[config.mk]
export PLATFORM = sky130hd
export DESIGN_NAME = kmeans_iter_ctrl_flat
export DESIGN_NICKNAME = d
export VERILOG_FILES = /design/src/rtl/kmeans_iter_ctrl_if.sv /design/src/rtl/kmeans_iter_ctrl.sv /design/src/flat_wrapper.sv
export SDC_FILE = /design/constraint.sdc
export NUM_CORES = 1
export LEC_CHECK = 0
export ABC_CLOCK_PERIOD_IN_PS = 2500
export BUFFER_PORTS_ARGS = -buffer_cell sky130_fd_sc_hd__buf_2
export CORE_AREA = 2 2 303 305
export CTS_CLUSTER_DIAMETER = 60
export DETAILED_ROUTE_END_ITERATION = 8
export DIE_AREA = 0 0 305 307
export SLEW_MARGIN = 20
export SYNTH_ARGS = -nofsm -noshare
export SYNTH_HDL_FRONTEND = slang
export SYNTH_SLANG_ARGS = --single-unit
[constraint.sdc]
create_clock -name clk -period 2.5 [get_ports clk]
set_input_delay 0.25 -clock clk [delete_from_list [all_inputs] [get_ports clk]]
set_output_delay 0.25 -clock clk [all_outputs]
set_load 0.02 [all_outputs]
[src/rtl/kmeans_iter_ctrl_if.sv]
`default_nettype none
// ============================================================================
//  Module   : kmeans_iter_ctrl_if
//  Purpose  : Bundles the run-control, datapath handshake and centroid buses
//             of the k-means iteration controller.
//  Modports : master - run requester / assignment+update datapath side
//                      (drives start, abort, init_c, assign_done,
//                      update_done, new_c)
//             slave  - the controller (drives cent_c, assign_go, update_go,
//                      busy, done, converged, iter_cnt)
//  Revision : 1.0 - initial release
// ============================================================================
interface kmeans_iter_ctrl_if #(
   parameter int K  = 8,
   parameter int D  = 4,
   parameter int W  = 8,
   parameter int IW = 8
);
   logic                      start;
   logic                      abort;
   logic signed [K*D*W-1:0]   init_c;
   logic signed [K*D*W-1:0]   cent_c;
   logic                      assign_go;
   logic                      assign_done;
   logic                      update_go;
   logic                      update_done;
   logic signed [K*D*W-1:0]   new_c;
   logic                      busy;
   logic                      done;
   logic                      converged;
   logic [IW-1:0]             iter_cnt;

   modport master (
      output start, abort, init_c, assign_done, update_done, new_c,
      input  cent_c, assign_go, update_go, busy, done, converged, iter_cnt
   );

   modport slave (
      input  start, abort, init_c, assign_done, update_done, new_c,
      output cent_c, assign_go, update_go, busy, done, converged, iter_cnt
   );
endinterface
`default_nettype wire

[src/rtl/kmeans_iter_ctrl.sv]
`default_nettype none
// ============================================================================
//  Module   : kmeans_iter_ctrl
//  Purpose  : Sequences k-means clustering iterations: launches the
//             assignment pass, then the centroid-update pass, compares the
//             recomputed centroids with the current ones and repeats until
//             they are identical or MAX_ITER iterations have completed.
//  Ports    : clk  - rising-edge clock
//             rst  - synchronous active-high reset
//             bus  - kmeans_iter_ctrl_if.slave (start/abort, centroid buses,
//                    go/done handshakes, busy/done/converged/iter_cnt status)
//  Revision : 1.0 - initial release
// ============================================================================
module kmeans_iter_ctrl #(
   parameter int K        = 8,
   parameter int D        = 4,
   parameter int W        = 8,
   parameter int MAX_ITER = 16,
   parameter int IW       = 8
) (
   input  wire                   clk,
   input  wire                   rst,
   kmeans_iter_ctrl_if.slave     bus
);

   localparam int            C_CW      = K * D * W;
   localparam logic [IW-1:0] C_MAX_IT  = IW'(MAX_ITER);

   localparam logic [2:0] S_IDLE     = 3'd0;
   localparam logic [2:0] S_LAUNCH_A = 3'd1;
   localparam logic [2:0] S_WAIT_A   = 3'd2;
   localparam logic [2:0] S_LAUNCH_U = 3'd3;
   localparam logic [2:0] S_WAIT_U   = 3'd4;
   localparam logic [2:0] S_CHECK    = 3'd5;
   localparam logic [2:0] S_FIN      = 3'd6;

   // The iteration counter must be able to reach MAX_ITER without wrapping.
   generate
      if (MAX_ITER < 1 || longint'(MAX_ITER) > ((longint'(1) << IW) - 1)) begin : g_bad_max_iter
         $error("kmeans_iter_ctrl: MAX_ITER must be in 1 .. 2**IW-1");
      end
   endgenerate

   logic [2:0]              state_q, state_d;
   logic signed [C_CW-1:0]  cent_q, cent_d;
   logic signed [C_CW-1:0]  nc_q, nc_d;
   logic [IW-1:0]           iter_q, iter_d;
   logic                    conv_q, conv_d;
   logic [IW-1:0]           w_iter_inc;
   logic                    w_eq;
   logic                    w_abort;

   assign w_iter_inc = iter_q + 1'b1;
   assign w_eq       = (cent_q == nc_q);
   // abort is meaningless in IDLE, so start always wins there.
   assign w_abort    = bus.abort && (state_q != S_IDLE);

   // ---------------------------------------------------------------- state
   always_ff @(posedge clk) begin
      if (rst) begin
         state_q <= S_IDLE;
         cent_q  <= '0;
         nc_q    <= '0;
         iter_q  <= '0;
         conv_q  <= 1'b0;
      end else begin
         state_q <= state_d;
         cent_q  <= cent_d;
         nc_q    <= nc_d;
         iter_q  <= iter_d;
         conv_q  <= conv_d;
      end
   end

   // ----------------------------------------------------------- next state
   always_comb begin
      state_d = state_q;
      if (w_abort) begin
         state_d = S_IDLE;
      end else begin
         case (state_q)
            S_IDLE:     if (bus.start) state_d = S_LAUNCH_A;
            S_LAUNCH_A: state_d = S_WAIT_A;
            S_WAIT_A:   if (bus.assign_done) state_d = S_LAUNCH_U;
            S_LAUNCH_U: state_d = S_WAIT_U;
            S_WAIT_U:   if (bus.update_done) state_d = S_CHECK;
            S_CHECK:    state_d = (w_eq || w_iter_inc == C_MAX_IT) ? S_FIN : S_LAUNCH_A;
            S_FIN:      state_d = S_IDLE;
            default:    state_d = S_IDLE;
         endcase
      end
   end

   // ------------------------------------------------------ datapath update
   // An abort freezes centroids and count; only the result flag is cleared.
   always_comb begin
      cent_d = cent_q;
      nc_d   = nc_q;
      iter_d = iter_q;
      conv_d = conv_q;
      if (w_abort) begin
         conv_d = 1'b0;
      end else begin
         case (state_q)
            S_IDLE: begin
               if (bus.start) begin
                  cent_d = bus.init_c;
                  iter_d = '0;
                  conv_d = 1'b0;
               end
            end
            S_WAIT_U: begin
               if (bus.update_done) nc_d = bus.new_c;
            end
            S_CHECK: begin
               cent_d = nc_q;
               iter_d = w_iter_inc;
               // Equality beats the iteration limit when both hold.
               conv_d = w_eq;
            end
            default: ;
         endcase
      end
   end

   // -------------------------------------------------------------- outputs
   always_comb begin
      bus.assign_go = (state_q == S_LAUNCH_A);
      bus.update_go = (state_q == S_LAUNCH_U);
      bus.done      = (state_q == S_FIN);
      bus.busy      = (state_q != S_IDLE);
   end

   assign bus.cent_c    = cent_q;
   assign bus.iter_cnt  = iter_q;
   assign bus.converged = conv_q;

endmodule
`default_nettype wire

[src/flat_wrapper.sv]
// flat-port wrapper written by rule: the top's interface ports become plain ports
module kmeans_iter_ctrl_flat 
#(
   parameter int K        = 8,
   parameter int D        = 4,
   parameter int W        = 8,
   parameter int MAX_ITER = 16,
   parameter int IW       = 8
)
  (clk, rst, bus_start, bus_abort, bus_init_c, bus_assign_done, bus_update_done, bus_new_c, bus_cent_c, bus_assign_go, bus_update_go, bus_busy, bus_done, bus_converged, bus_iter_cnt);
  kmeans_iter_ctrl_if #(.K(K), .D(D), .W(W), .IW(IW)) bus_i ();
  input  wire clk;
  input  wire rst;
  input wire logic [$bits(bus_i.start)-1:0] bus_start;
  input wire logic [$bits(bus_i.abort)-1:0] bus_abort;
  input wire logic [$bits(bus_i.init_c)-1:0] bus_init_c;
  input wire logic [$bits(bus_i.assign_done)-1:0] bus_assign_done;
  input wire logic [$bits(bus_i.update_done)-1:0] bus_update_done;
  input wire logic [$bits(bus_i.new_c)-1:0] bus_new_c;
  output wire logic [$bits(bus_i.cent_c)-1:0] bus_cent_c;
  output wire logic [$bits(bus_i.assign_go)-1:0] bus_assign_go;
  output wire logic [$bits(bus_i.update_go)-1:0] bus_update_go;
  output wire logic [$bits(bus_i.busy)-1:0] bus_busy;
  output wire logic [$bits(bus_i.done)-1:0] bus_done;
  output wire logic [$bits(bus_i.converged)-1:0] bus_converged;
  output wire logic [$bits(bus_i.iter_cnt)-1:0] bus_iter_cnt;
  assign bus_i.start = bus_start;
  assign bus_i.abort = bus_abort;
  assign bus_i.init_c = bus_init_c;
  assign bus_i.assign_done = bus_assign_done;
  assign bus_i.update_done = bus_update_done;
  assign bus_i.new_c = bus_new_c;
  assign bus_cent_c = bus_i.cent_c;
  assign bus_assign_go = bus_i.assign_go;
  assign bus_update_go = bus_i.update_go;
  assign bus_busy = bus_i.busy;
  assign bus_done = bus_i.done;
  assign bus_converged = bus_i.converged;
  assign bus_iter_cnt = bus_i.iter_cnt;
  kmeans_iter_ctrl #(.K(K), .D(D), .W(W), .MAX_ITER(MAX_ITER), .IW(IW)) u_core (.clk(clk), .rst(rst), .bus(bus_i));
endmodule
==> results.md, run 1 <==
* Syn_nets at 3489
* Setup TNS at 0 ps
* Cell Rows at 111
* Met1 GRT Util at 0.318
* Final setup viols at 0
* Top Usage Layer GRT: met2
* Vias at 27100
* Total setup buffers inserted after CTS at 0
* Crit start category: flop
* Setup CP Type: reg2reg
* Congestion Overflow GR at 0
* Slew headroom at 0.347
* Top cells by area, synth: dfxtp_1 46%, nand2_1 17%, a311oi_1 9.8%
* Iteration-0 DRC Markers at 2492
* Die area at 93600 um^2
* Post-Synthesis Cells at 2970
* Fin Hold WS at 35.7 ps
* CTS tree: yes
* Cell area after synthesis at 23000 um^2
* Avg WL per Cell at 24.1 um
* Final Cycle Share at 0.996
* Hold Path Class: in2reg
* Static Leak at 16.3 nW
* Post-synth top flop: dfxtp_1
* CTS Buf Count at 72
* Ys Warns at 0
* Routability cong. at 0.918
* CP required at 3030 ps
* Post-Route WL at 131000 um
* Worst Tran Pin Value at 977 ps
* FF+latch count, synth at 524
* Die H at 307 um
* Sink Count at 524
* Post-synth EDFFs at 0
* First-pass GRT wire length at 184000 um
* CP endpoint kind: flop
* Met3 GRT Util at 0.0606
* Clk pin slew, worst setup/hold paths at 60 ps
* Drt pass-1 iters at 8
* Post-synth top area share at 0.456
* Fmax at 0.402 GHz
* GR Util met2 at 0.455
* Root buffer selected by CTS: clkbuf_16
* Post-layout power at 0.0263 W
* Worst vdd ir at 0.408 mV
* Post-Syn Area per Cell at 7.75 um^2
* PD cells at 720 nW/um^2
* Initial Utilization at 0.254
* DRC at 0
* Sequential fraction of the synthesis area at 0.456
* Asr flop ratio synth at 0
* Netlist cell types at 33
* RSZ-0062 raised after global routing: yes
* Clock skew at 35.4 ps
* Share of cells above drive strength 1 at 0.245
* IO Port Bufs at 786
* Fin. Hold Viols at 0
* Area grow syn2layout at 58.7%
* I/O pins at 787
* Die width at 305 um
* Drt via density at 4.97
* Status: complete, no violations
* WP data arrival at 3020 ps
* Max_cap viols at 0
* Area leader, netlist: dfxtp_1
* Antenna-violating nets left at 0
* Fin. max-slew vios at 0
* GRT Total Usage at 0.268
* Nets at 4735
* CP max FO at 4
* Clock buffer depth at 3
* CTS H-tree depth at 3
* Antenna violations before repair at 17
* Min cycle time layout at 2490 ps
* Largest net degree at the start of global routing at 86
* DPL Wire Length at 98000 um
* Vias in the first global route at 26600
* Core Area at 90700 um^2
* Clock latency at the later pin of the worst-skew pair at 640 ps
## state kept, by name, indices dropped and copies added (netlist names)
register	cells
u_core.bus.cent_c	256
u_core.bus.converged	1
u_core.bus.iter_cnt	8
u_core.nc_q	256
u_core.state_q	3
## worst paths after layout
check        cells after the start                              to  slack [ps]                                from
min reg2reg                      2   u_core.nc_q[153]$_SDFFE_PP0P_         480       u_core.nc_q[153]$_SDFFE_PP0P_
max                              7  u_core.state_q[0]$_SDFFE_PP0P_          10  u_core.bus.cent_c[27]$_SDFFE_PP0P_
max reg2reg                      7  u_core.state_q[0]$_SDFFE_PP0P_          10  u_core.bus.cent_c[27]$_SDFFE_PP0P_
min                              3    u_core.nc_q[71]$_SDFFE_PP0P_          40                       bus_new_c[71]
## metal layers
metal | up-vias | wire length, um
li1 | 12600 | -
met1 | 12900 | 52800
met2 | 1345 | 62900
met3 | 366 | 8830
met4 | 12 | 6940
met5 | - | 75
## cells in the final DEF (no fill, tap or decap), types with 2 or more instances in the layout
master and n:
clkinvlp_4 2, nor4_4 8, clkbuf_1 10, nand4_1 18, and3_1 4, clkinv_2 7, dfxtp_2 3, dlygate4sd3_1 505
bufinv_16 5, dfxtp_4 2, or3_1 3, xor2_4 2, nor2_1 273, buf_4 79, nor4_2 11, nor4_1 49
inv_1 3, clkbuf_8 12, nor3_1 3, nor3b_1 3, inv_8 3, clkbuf_16 76, xor2_2 2, diode_2 8
buf_12 34, xor2_1 252, nand2b_1 3, nand2_1 1032, buf_2 785, a22oi_1 2, a311oi_1 257, o21ai_0 10
a21oi_1 262, dfxtp_1 519, inv_6 8, nand3_1 4
## cells in the mapped netlist (all sizes together), types with 4 or more instances
library cell	instances
a311oi	257
clkbuf	136
a21oi	263
xor2	256
buf	96
nand3	5
and3	4
nor2	274
nand2	1033
dfxtp	524
nand4	18
o21ai	10
nor4	68
## repair_timing
action	in CTS	in global routing
gates resized for setup	32	6
endpoints found under the setup margin	4	4
hold buffers	504	1
hold endpoints to repair	504	1
pin swaps	9	6
## cells by family (layout without fill, tap and decap cells)
logic type / Yosys count / count (layout) / synth area share
DFF: 524 / 524 / 0.456
adders and majority gates: 1 / 1 / 0.000544
buffers and inverters: 235 / 1532 / 0.0433
other: 0 / 8 / 0
AOI/OAI and AO/OA: 538 / 538 / 0.160
and+or+nand+nor: 1416 / 1416 / 0.243
xor gates and xnor gates: 256 / 256 / 0.0974
## power by group
group	internal, W	total, W	switching (W)
Clock	0.00645	0.0107	0.00422
Sequential	0.00895	0.00952	0.000573
Combinational	0.00234	0.00609	0.00374
## critical path: stages, from the launching register on
cell and delay [ps]:
dfxtp_1 340, xor2_1 240, nor4_2 500, nand4_1 310, nor4_2 390, nand4_1 230
buf_4 210, a41o_1 170
## layout make-up
| type | instances | area, um^2 |
|---|---|---|
| Fill cell | 8986 | 54200 |
| Multi-Input combinational cell | 2211 | 11800 |
| Sequential cell | 524 | 10500 |
| Timing Repair Buffer | 1404 | 10300 |
| Clock buffer | 98 | 2100 |
| Tap cell | 1186 | 1480 |
| Clock inverter | 27 | 329 |
| Antenna cell | 8 | 20.0 |
| Inverter | 3 | 11.3 |
## stage by stage
step           cell area, um^2  setup slack, ps  utilization  std cells
6_report                 36500             9.63        0.403       5461
5_1_grt                  36500            -75.0        0.403       5460
2_1_floorplan            23000              739            -       2970
3_3_place_gp             28800            -1030        0.317       4823
3_5_place_dp             28800             -933        0.317       4823
4_1_cts                  36500            -82.9        0.402       5452
(Power assumes the default switching activity.)
==> run 2, diff against run 1 <==
SETUP_SLACK_MARGIN = 0.1   (was default)
==> run 2 against run 1 <==
First-iteration DRC count increased by 1.2%. Flip-flop and latch count unchanged. Sequential power hardly changed. Non-clock buffer count did not move. Critical path depth stayed put. Critical endpoint unchanged. Fmax is 0.12% lower. Largest cell class unchanged. Global-route usage unchanged. Sequential share of layout area unchanged. Routed wire length is essentially flat. Clock power hardly changed. Register-to-register slack about the same.
==> results.md, run 2 (synthesis gave the netlist of run 1 again) <==
* Largest net degree at the start of global routing at 86
* Routability cong. at 0.918
* Drt pass-1 iters at 6
* PD cells at 720 nW/um^2
* Final critical-path setup slack at 6.75 ps
* Fin. max-slew vios at 0
* Antenna-violating nets left at 0
* CP max FO at 4
* Sink Count at 524
* CTS tree: yes
* Total area of multi-input combinational cells at 11800 um^2
* Nets at 4735
* Die area at 93600 um^2
* CP endpoint kind: flop
* DRC at 0
* Most common cell after layout, fill and taps aside: nand2_1
* Worst Tran Pin Value at 980 ps
* Root buffer selected by CTS: clkbuf_16
* Final setup viols at 0
* Post-Route WL at 131000 um
* Setup CP Type: reg2reg
* Switching pwr at 0.00854 W
* Area grow syn2layout at 58.7%
* Drt via density at 4.96
* Clock buffer depth at 3
* Crit start category: flop
* Worst vdd ir at 0.408 mV
* Switching part of the total at 0.325
* Share of cells above drive strength 1 at 0.245
* Vias at 27100
* GRT Total Usage at 0.268
* Status: complete, no violations
* Fmax at 0.401 GHz
* Die width at 305 um
* Iteration-0 DRC Markers at 2521
* RSZ-0062 raised after global routing: yes
* CTS Buf Count at 72
* Filler cell count in the final layout at 8986
* Vias in the first global route at 26600
* Setup TNS at 0 ps
* DPL Wire Length at 98000 um
* CP peak stage delay at 500 ps
* Min cycle time layout at 2490 ps
* Post-layout util at 0.403
* Clock skew at 35.0 ps
* Clk pin slew, worst setup/hold paths at 60 ps
* FF+latch area at 10500 um^2
* Critical Path, Cell by Cell: xor2_1, nor4_2, nand4_1, nor4_2, nand4_1, buf_4, a41o_1
* Top delay family on crit path: simple AND/OR/NAND/NOR gates
* Hold Path Class: in2reg
* CP required at 3030 ps
* Static Leak at 16.3 nW
* CTS H-tree depth at 3
* Antenna violations before repair at 17
* Total setup buffers inserted after CTS at 0
* IO Port Bufs at 786
* Fin. Hold Viols at 0
* CP max stage cell: nor4_2
* Core Area at 90700 um^2
* Slew headroom at 0.345
* Comb pwr share at 0.232
* Hold path start: bus_new_c[71]
* Congestion Overflow GR at 0
* Avg WL per Cell at 24.1 um
* CP bufs+invs at 1
* Die H at 307 um
* Seq pwr share at 0.362
* I/O pins at 787
* First-pass GRT wire length at 184000 um
* Clock power frac at 0.406
* Cell Rows at 111
* WP data arrival at 3020 ps
* Final Cycle Share at 0.997
* Pint at 0.0177 W
* Clock latency at the later pin of the worst-skew pair at 640 ps
* Most frequent cells in the layout: 1032 x nand2_1, 785 x buf_2, 519 x dfxtp_1
* Initial Utilization at 0.254
* Post-layout power at 0.0263 W
* Max_cap viols at 0
* Placement Setup Slack at -933 ps
* CP Launch Point: u_core.bus.cent_c[27]$_SDFFE_PP0P_
* R2R Path Start: u_core.bus.cent_c[27]$_SDFFE_PP0P_
## run 2: cell counts in the layout (fill, tap and decap cells not counted)
Identical to the previous run, type by type.
## run 2: area by class of cell
class / count / share of cell area
Sequential cell: 524 / 0.288
Multi-Input combinational cell: 2211 / 0.323
Antenna cell: 8 / 0.000548
Inverter: 3 / 0.000308
Clock inverter: 27 / 0.00901
Clock buffer: 98 / 0.0576
Timing Repair Buffer: 1404 / 0.281
Tap cell: 1186 / 0.0406
## run 2: power groups by stage
stage / Clock [W] / Sequential, W / Combinational [W]
6_report: 0.0107 / 0.00952 / 0.00609
5_1_grt: 0.0112 / 0.00959 / 0.00646
4_1_cts: 0.0108 / 0.00950 / 0.00612
3_5_place_dp: 0 / 0.00967 / 0.00535
3_3_place_gp: 0 / 0.00963 / 0.00536
2_1_floorplan: 0 / 0.0103 / 0.00182
## run 2: stage by stage
| stage | instance area (um^2) | hold slack, ps | std cells |
|---|---|---|---|
| 2_1_floorplan | 23000 | 386 | 2970 |
| 3_3_place_gp | 28800 | 468 | 4823 |
| 3_5_place_dp | 28800 | 473 | 4823 |
| 4_1_cts | 36500 | 1.63 | 5452 |
| 5_1_grt | 36500 | 4.92 | 5460 |
| 6_report | 36500 | 39.0 | 5461 |
## run 2: worst paths after layout
kind                                     to  slack (ps)  depth (start not counted)
max          u_core.state_q[0]$_SDFFE_PP0P_           7                          7
min            u_core.nc_q[71]$_SDFFE_PP0P_          40                          3
min reg2reg   u_core.nc_q[153]$_SDFFE_PP0P_         480                          2
max reg2reg  u_core.state_q[0]$_SDFFE_PP0P_           7                          7
## run 2: timing repair
item                                    4_1_cts  5_1_grt
endpoints found under the setup margin        4        4
hold buffers                                504        1
pin swaps                                     9        6
hold endpoints to repair                    504        1
resized for setup                            32        6
## run 2: layer usage
layer / global-route usage / share of wire / vias up
met2: 0.455 / 0.48 / 1327
met4: 0.135 / 0.053 / 12
li1: - / - / 12600
met5: 0 / 0.00057 / -
met1: 0.318 / 0.40 / 12800
met3: 0.0606 / 0.067 / 358
## run 2: tightest hold or removal path: stages
cell,delay [ps]
buf_2,100
nand2_1,170
a21oi_1,90
